**config.mk**
```make
export PLATFORM = sky130hd
export DESIGN_NAME = train_sensor_conditioner
export DESIGN_NICKNAME = d
export VERILOG_FILES = /design/src/rtl/train_pkg.sv /design/src/rtl/sensor_debounce_ch.sv /design/src/rtl/train_sensor_conditioner.sv
export SDC_FILE = /design/constraint.sdc
export NUM_CORES = 1
export LEC_CHECK = 0
export ABC_AREA = 1
export BUFFER_PORTS_ARGS = -buffer_cell sky130_fd_sc_hd__buf_2
export CAP_MARGIN = 10
export CORE_AREA = 4 4 179 181
export CTS_BUF_LIST = sky130_fd_sc_hd__clkbuf_4
export DETAILED_ROUTE_END_ITERATION = 7
export DIE_AREA = 0 0 183 185
export GPL_ROUTABILITY_DRIVEN = 0
export PLACE_DENSITY = 0.55
export SETUP_SLACK_MARGIN = 0.02
export SLEW_MARGIN = 20
export SYNTH_ARGS = -nofsm -noshare
export SYNTH_HDL_FRONTEND = slang
export SYNTH_HIERARCHICAL = 1
export SYNTH_SLANG_ARGS = --single-unit
```
**constraint.sdc**
```tcl
create_clock -name CLK -period 2.3 [get_ports CLK]
set_clock_uncertainty 0.15 [all_clocks]
set_input_delay 0.345 -clock CLK [delete_from_list [all_inputs] [get_ports CLK]]
set_output_delay 0.345 -clock CLK [all_outputs]
set_load 0.02 [all_outputs]
```
**src/rtl/train_pkg.sv**
```systemverilog
// Shared constants for the train controller: sensor indices and motor direction codes.
package train_pkg;

  localparam int unsigned NUM_SENSORS = 5;

  localparam int unsigned SENS_A_ENTRY = 0;
  localparam int unsigned SENS_B_ENTRY = 1;
  localparam int unsigned SENS_B_EXIT  = 2;
  localparam int unsigned SENS_A_EXIT  = 3;
  localparam int unsigned SENS_SPARE   = 4;

  localparam logic [1:0] DIR_STOP = 2'b00;
  localparam logic [1:0] DIR_FWD  = 2'b01;

endpackage

```
**src/rtl/sensor_debounce_ch.sv**
```systemverilog
// One sensor channel: synchroniser, debounce, rising-edge strobe and stuck-active detection.
module sensor_debounce_ch #(
  parameter int unsigned SYNC_STAGES  = 2,
  parameter int unsigned DEB_CYCLES   = 16,
  parameter int unsigned STUCK_CYCLES = 1000000
) (
  input  logic CLK,
  input  logic RESET,
  input  logic raw,
  input  logic clr_fault,
  output logic stable,
  output logic rise,
  output logic stuck,
  output logic stuck_next
);

  localparam int unsigned DebW   = $clog2(DEB_CYCLES + 1);
  localparam int unsigned StuckW = $clog2(STUCK_CYCLES + 1);

  logic [SYNC_STAGES-1:0] sync_q;
  logic                   sync;
  logic [DebW-1:0]        deb_cnt_q, deb_cnt_d;
  logic [StuckW-1:0]      stuck_cnt_q, stuck_cnt_d;
  logic                   stable_d;
  logic                   rise_d;
  logic                   stuck_d;

  assign sync       = sync_q[SYNC_STAGES-1];
  assign stuck_next = stuck_d;

  always_comb begin
    deb_cnt_d = '0;
    stable_d  = stable;
    if (sync != stable) begin
      // The count that would reach DEB_CYCLES flips the level instead of being stored.
      if (deb_cnt_q == DebW'(DEB_CYCLES - 1)) begin
        stable_d = sync;
      end else begin
        deb_cnt_d = deb_cnt_q + DebW'(1);
      end
    end
    rise_d = stable_d & ~stable;
  end

  always_comb begin
    stuck_cnt_d = '0;
    if (stable) begin
      if (stuck_cnt_q == StuckW'(STUCK_CYCLES)) begin
        stuck_cnt_d = stuck_cnt_q;
      end else begin
        stuck_cnt_d = stuck_cnt_q + StuckW'(1);
      end
    end
    // Reaching or sitting at threshold overrides a clear request.
    stuck_d = (stuck & ~clr_fault) | (stuck_cnt_d == StuckW'(STUCK_CYCLES));
  end

  always_ff @(posedge CLK or posedge RESET) begin
    if (RESET) begin
      sync_q      <= '0;
      deb_cnt_q   <= '0;
      stable      <= 1'b0;
      rise        <= 1'b0;
      stuck_cnt_q <= '0;
      stuck       <= 1'b0;
    end else begin
      sync_q      <= {sync_q[SYNC_STAGES-2:0], raw};
      deb_cnt_q   <= deb_cnt_d;
      stable      <= stable_d;
      rise        <= rise_d;
      stuck_cnt_q <= stuck_cnt_d;
      stuck       <= stuck_d;
    end
  end

endmodule

```
**src/rtl/train_sensor_conditioner.sv**
```systemverilog
// Conditions the five raw track sensors into clean levels, rise strobes and stuck faults.
module train_sensor_conditioner
  import train_pkg::*;
#(
  parameter int unsigned SYNC_STAGES  = 2,
  parameter int unsigned DEB_CYCLES   = 16,
  parameter int unsigned STUCK_CYCLES = 1000000
) (
  input  logic                   CLK,
  input  logic                   RESET,
  input  logic [NUM_SENSORS-1:0] RAW_S,
  input  logic                   CLR_FAULT,
  output logic                   S1,
  output logic                   S2,
  output logic                   S3,
  output logic                   S4,
  output logic                   S5,
  output logic [NUM_SENSORS-1:0] RISE,
  output logic [NUM_SENSORS-1:0] STUCK,
  output logic                   FAULT
);

  logic [NUM_SENSORS-1:0] stable;
  logic [NUM_SENSORS-1:0] rise;
  logic [NUM_SENSORS-1:0] stuck;
  logic [NUM_SENSORS-1:0] stuck_next;
  logic                   fault_q;

  for (genvar i = 0; i < NUM_SENSORS; i++) begin : g_ch
    sensor_debounce_ch #(
      .SYNC_STAGES (SYNC_STAGES),
      .DEB_CYCLES  (DEB_CYCLES),
      .STUCK_CYCLES(STUCK_CYCLES)
    ) u_ch (
      .CLK       (CLK),
      .RESET     (RESET),
      .raw       (RAW_S[i]),
      .clr_fault (CLR_FAULT),
      .stable    (stable[i]),
      .rise      (rise[i]),
      .stuck     (stuck[i]),
      .stuck_next(stuck_next[i])
    );
  end

  // Built from next-state bits so FAULT moves on the same edge as STUCK.
  always_ff @(posedge CLK or posedge RESET) begin
    if (RESET) begin
      fault_q <= 1'b0;
    end else begin
      fault_q <= |stuck_next;
    end
  end

  assign S1    = stable[SENS_A_ENTRY];
  assign S2    = stable[SENS_B_ENTRY];
  assign S3    = stable[SENS_B_EXIT];
  assign S4    = stable[SENS_A_EXIT];
  assign S5    = stable[SENS_SPARE];
  assign RISE  = rise;
  assign STUCK = stuck;
  assign FAULT = fault_q;

endmodule

```
# --- Word-level counts from Yosys, hierarchy flattened ---
# Index checks and enable logic that the tools add are counted.
totals:
  input_bits: 8
  word_cells: 113
  out_inout_bits: 16
  regBits: 151
classes:
  addsub: 10
  n_bitwise: 21
  eq_ne: 20
  n_mux: 30
  n_reduce_logical: 1
op_table:
  columns: ["cell", "count"]
  rows:
  - ["$eq A20 B20 Y1 const B", 10]
  - ["$mux W20", 10]
  - ["$add A20 B1 Y20 const B", 5]
  - ["$mux W5", 10]
  - ["$add A5 B1 Y5 const B", 5]
  - ["$eq A5 B4 Y1 const B", 5]
  - ["$and A1 B1 Y1", 10]
  - ["$mux W1", 10]
  - ["$not A1 Y1", 6]
  - ["$ne A1 B1 Y1", 5]
  - ["$or A1 B1 Y1", 5]
  - ["$reduce_or A5 Y1", 1]

# --- Logic depth before layout (Yosys ltp) ---
logic_depth:
  word_depth: 6
  ltp_mapped: 15

# --- Hierarchy ---
# The synthesis kept the hierarchy.
modules_own_cells:
  columns: ["mod", "area_each_um2", "n_inst", "cells_each", "seq_area_each_um2"]
  rows:
  - ["sensor_debounce_ch (g_ch[0].u_ch ...)", 1791.7, 4, 246, 750.7]
  - ["sensor_debounce_ch (g_ch[1].u_ch)", 1819.2, 1, 247, 750.7]
  - ["train_sensor_conditioner", 45.0, 1, 6, 25.0]

# --- Least setup slack after synthesis ---
# Ideal clock, no wire load.
synth_timing:
  kind: "register to register"
  startpoint: "reg g_ch[4].u_ch.stuck_cnt_q[1]"
  endpoint: "reg fault_q (netlist: FAULT)"
  n_path_buf: 0
  path_stages_with_launch: 13
  t_arrival_ns: 1.553
  path_slack_ns: 0.472
  setup_ns: 0.125
  period_less_slack_ns: 1.828
  cell_sequence: "dfrtp_1 > ha_1 > nand2_1 > nor2_4 > nand3_2 > o21ai_0 > nand2_1 > nand3_1 > nor2_1 > nand3_1 > nand2_1 > nor2_1 > nand3_1"
synth_via:
  elab_chain_len: 6
  elab_cells_between_ends: 7
  cone_classes: "add/sub: 1; eq/ne: 2; mux: 2; bitwise: 1; reduce/logical: 1"
synth_rtl:
  columns: ["element", "line_no", "rtl"]
  rows:
  - ["start, declared", "sensor_debounce_ch.sv:23", "logic [StuckW-1:0] stuck_cnt_q, stuck_cnt_d;"]
  - ["start signal, assigned", "sensor_debounce_ch.sv:71", "stuck_cnt_q <= stuck_cnt_d;"]
  - ["$add A20 B1 Y20 / $eq A20 B20 Y1 (equally long branches)", "sensor_debounce_ch.sv:51, sensor_debounce_ch.sv:48", null]
  - ["$mux W20 *", "sensor_debounce_ch.sv:48", "if (stuck_cnt_q == StuckW'(STUCK_CYCLES)) begin"]
  - ["$mux W20 *", "sensor_debounce_ch.sv:47", "if (stable) begin"]
  - ["$eq A20 B20 Y1 *", "sensor_debounce_ch.sv:55", "stuck_d = (stuck & ~clr_fault) | (stuck_cnt_d == StuckW'(STUCK_CYCLES));"]
  - ["$or A1 B1 Y1 *", "sensor_debounce_ch.sv:55", null]
  - ["net stuck_next[4]", "train_sensor_conditioner.sv:26", "logic [NUM_SENSORS-1:0] stuck_next;"]
  - ["$reduce_or A5 Y1 *", "train_sensor_conditioner.sv:51", "fault_q <= |stuck_next;"]
  - ["end signal, assigned", "train_sensor_conditioner.sv:51", null]
  - ["end, declared", "train_sensor_conditioner.sv:27", "logic fault_q;"]
# The timed path passes the listed nets; every way through them passes the cells marked *.

# --- Worst setup path in the final report ---
layout_timing:
  startpoint: "reg g_ch[1].u_ch.stuck_cnt_q[0]"
  endpoint: "reg fault_q (netlist: FAULT)"
layout_via:
  elab_chain_len: 6
  elab_cells_between_ends: 7
  cone_classes: "add/sub: 1; eq/ne: 2; mux: 2; bitwise: 1; reduce/logical: 1"
layout_rtl:
  columns: ["element", "line_no"]
  rows:
  - ["start, declared", "sensor_debounce_ch.sv:23"]
  - ["start signal, assigned", "sensor_debounce_ch.sv:71"]
  - ["$add A20 B1 Y20 / $eq A20 B20 Y1 (equally long branches)", "sensor_debounce_ch.sv:51, sensor_debounce_ch.sv:48"]
  - ["$mux W20 *", "sensor_debounce_ch.sv:48"]
  - ["$mux W20 *", "sensor_debounce_ch.sv:47"]
  - ["$eq A20 B20 Y1 *", "sensor_debounce_ch.sv:55"]
  - ["$or A1 B1 Y1 *", "sensor_debounce_ch.sv:55"]
  - ["net stuck_next[1]", "train_sensor_conditioner.sv:26"]
  - ["$reduce_or A5 Y1 *", "train_sensor_conditioner.sv:51"]
# Marks and branches as above.

==> impl_metrics.yaml <==
grt:
  grt_pass1_vias: 7224
  antenna_found_initial: 1
  overflow: 0
  grt_max_degree: 31
  grt_pass1_wl_mm: 34.5
  grt_usage_pct: 12.3
placement:
  dp_hpwl_mm: 15.0
  portBuffers: 23
  pre_cts_ws_ns: 0.194
synth:
  ys_types: 32
  synth_ff_type: "dfrtp_1"
  synth_compound_area_share_pct: 5.33
  synthAdderAreaFrac_pct: 2.08
  synth_top_family_by_area: "simple AND/OR/NAND/NOR gates"
  yosysSeqAreaShare_pct: 41.8
  syn_area_um2: 9030
  yosys.area_share.simple_pct: 38.2
  ys_ff_latch: 151
  avgSynthCellArea_um2: 7.30
  yosysMostFrequentCell: "nand2_1"
  synth_area_leaders: "dfrtp_1, nand2_1, inv_1"
  synth_warnings: 6
  synth_area_leader_cell: "dfrtp_1"
  ys_top_cells_by_count: "nand2_1, inv_1, nor2_1"
  muxShareOfSynthArea_pct: 0
  synth_edf_count: 0
  mappedNetlistNets: 1260
  async_flop_share_pct: 100
  syn_inst: 1237
  synth_xor_area_share_pct: 2.22
  synth_top_area_share_pct: 41.8
pwr:
  irDropWorstVdd_mv: 0.370
  p_per_area_nw_per_um2: 429
  clkPwrFrac_pct: 34.2
  swShare_pct: 26.4
  p_switching_mw: 1.14
  power_leakage_nw: 4.89
  seq_power_share_pct: 62.8
  combPwrFrac_pct: 3.0
  internal_power_mw: 3.17
cts:
  cts_tree: "done"
  h-tree-depth: 4
  clockBufferDepth: 2
  clkTransAtPathRegs_ns: 0.15
  clk_latency_ns: 0.57
  cts-root-buf: "clkbuf_4"
  numClockSinks: 151
  cts_buffers: 17
routing:
  drc_errors: 0
  drt-wirelength-per-cell_um: 11.7
  vias: 7570
  postRouteAntennaNets: 0
  viasPerCell: 4.45
  first_pass_iters: 5
  drtIter0Drc: 410
  routed_wirelength_mm: 19.8
final_layout:
  area_growth_pct: 11.2
  final_nets: 1313
  layout-drive-gt1-share_pct: 15.0
  fill_cells: 3274
sta:
  relSlewSlack_pct: 58.8
  tightest_slew_ns: 0.618
  fin_crit_sh_pct: 92.4
  setup_viol: 0
  fin_crit_ns: 2.13
  drv_slew: 0
  worst_slack_ns: 0.174
  tns_ns: 0
  final_hold_viol_count: 0
  max_freq_mhz: 470
  rsz0062_at_grt: "no"
setup_path:
  arrival_ns: 2.45
  r2r-start: "g_ch[1].u_ch/stuck_cnt_q[0]"
  required_ns: 2.63
  cp-start-kind: "flip-flop"
  cp-end-kind: "flip-flop"
  crit_path_max_fanout: 6
  critPathKind: "flip-flop to flip-flop"
  startpoint: "g_ch[1].u_ch/stuck_cnt_q[0]"
hold_path:
  hold_class: "flip-flop to flip-flop"
  hold_path.startpoint: "g_ch[3].u_ch/sync_q[0]"
status:
  run_status: "finished, final reports clean"
job:
  max_cap_violations: 0
floorplanning:
  die_h_um: 185
  ios: 24
  dieArea_um2: 33900
  num_rows: 64
  core_um2: 30400
  die_x_um: 183
  start_util_pct: 29.7
metal layers:
layer  global-route usage (%)  routed length [um]  share of wire [%]
met1                     16.8                9700                 49
met5                        0                   0                  0
met4                     2.80                 182               0.92
met3                     2.73                 578                2.9
met2                     20.1                9350                 47
path summary, 6_finish.rpt:
kind                                     endpoint  slack, ns  cells past startpoint
setup / recovery                            FAULT       0.17                     15
hold / removal             g_ch[3].u_ch/sync_q[1]       0.21                      0
setup reg to reg                            FAULT       0.17                     15
hold reg to reg            g_ch[3].u_ch/sync_q[1]       0.21                      0
max in group asynchronous                   FAULT       0.73                      5
min in group asynchronous      g_ch[0].u_ch/stuck       0.61                      4
critical path, cell delays in order, from the launching register on:
cell,delay (ns)
dfrtp_1,0.45
ha_1,0.25
nand3_1,0.15
inv_2,0.10
nand3_4,0.10
clkinv_1,0.09
nand2_1,0.06
nand3_1,0.08
nand2_1,0.07
inv_1,0.04
nand2_1,0.08
nor2_1,0.04
nand3_1,0.09
nand2_1,0.11
nor2_1,0.12
nand3_1,0.06
power groups by stage:
stage	Sequential [mW]	Clock, mW	Combinational (mW)
floorplan	2.75	0	0.0817
global placement	2.75	0	0.122
detailed placement	2.75	0	0.124
CTS	2.70	1.58	0.135
global route	2.71	1.70	0.156
finish	2.70	1.47	0.129
repair_timing:
| action | 4_1_cts | 5_1_grt |
|---|---|---|
| endpoints found under the setup margin | 1 | 1 |
| hold buffers | 8 | 1 |
| pin swaps | 0 | 2 |
| buffers inserted | 0 | 2 |
| gates resized for setup | 1 | 9 |
| hold endpoints to repair | 161 | 1 |
cells by family after synthesis:
family	after synthesis
flops	151
simple gates	716
buf+inv	241
xor+xnor	22
compound gates	92
fa+ha+maj	15
flip-flops by register name (all words and copies together), names as in the netlist:
| name | flops |
|---|---|
| g_ch.u_ch/stuck_cnt_q | 100 |
| g_ch.u_ch/rise | 5 |
| g_ch.u_ch/deb_cnt_q | 25 |
| g_ch.u_ch/sync_q | 10 |
| g_ch.u_ch/stable | 5 |
| FAULT | 1 |
| g_ch.u_ch/stuck | 5 |
metrics by stage:
| step | utilization [%] | hold WS [ns] | area [um2] | power, mW | instances |
|---|---|---|---|---|---|
| 4_1_cts | 32.8 | 0.00206 | 9990 | 4.42 | 1696 |
| 6_report | 33.0 | 0.214 | 10000 | 4.30 | 1700 |
| 3_5_place_dp | 31.8 | 0.108 | 9670 | 2.88 | 1656 |
| 3_3_place_gp | 31.8 | 0.105 | 9670 | 2.88 | 1656 |
| 2_1_floorplan | - | -0.0763 | 9030 | 2.83 | 1237 |
| 5_1_grt | 33.0 | 0.206 | 10000 | 4.57 | 1700 |
final cells by class:
type / count / area, um2 / share of cell area [%]
multi-input combinational: 845 / 4340 / 43.2
sequential: 151 / 3780 / 37.6
inverter: 227 / 853 / 8.50
tap: 396 / 495 / 4.94
timing repair buffer: 48 / 325 / 3.24
clock buffer: 18 / 135 / 1.35
clock inverter: 14 / 106 / 1.06
antenna: 1 / 2.50 / 0.0249
layout by cell type (no fill, tap or decap), drive strengths merged:
| cell | instances |
|---|---|
| nor2 | 225 |
| nand4 | 26 |
| clkinvlp | 7 |
| nor3 | 16 |
| a21oi | 44 |
| inv | 226 |
| nand3b | 9 |
| clkbuf | 18 |
| nand2 | 284 |
| o21bai | 1 |
| xnor2 | 5 |
| ha | 15 |
| dfrtp | 151 |
| dlygate4sd3 | 9 |
| and3 | 5 |
| o21ai | 47 |
| diode | 1 |
| xor2 | 17 |
| buf | 39 |
| nand3 | 147 |
| and2 | 4 |
| clkinv | 8 |
Note: power is estimated with default switching activity, not from simulation.
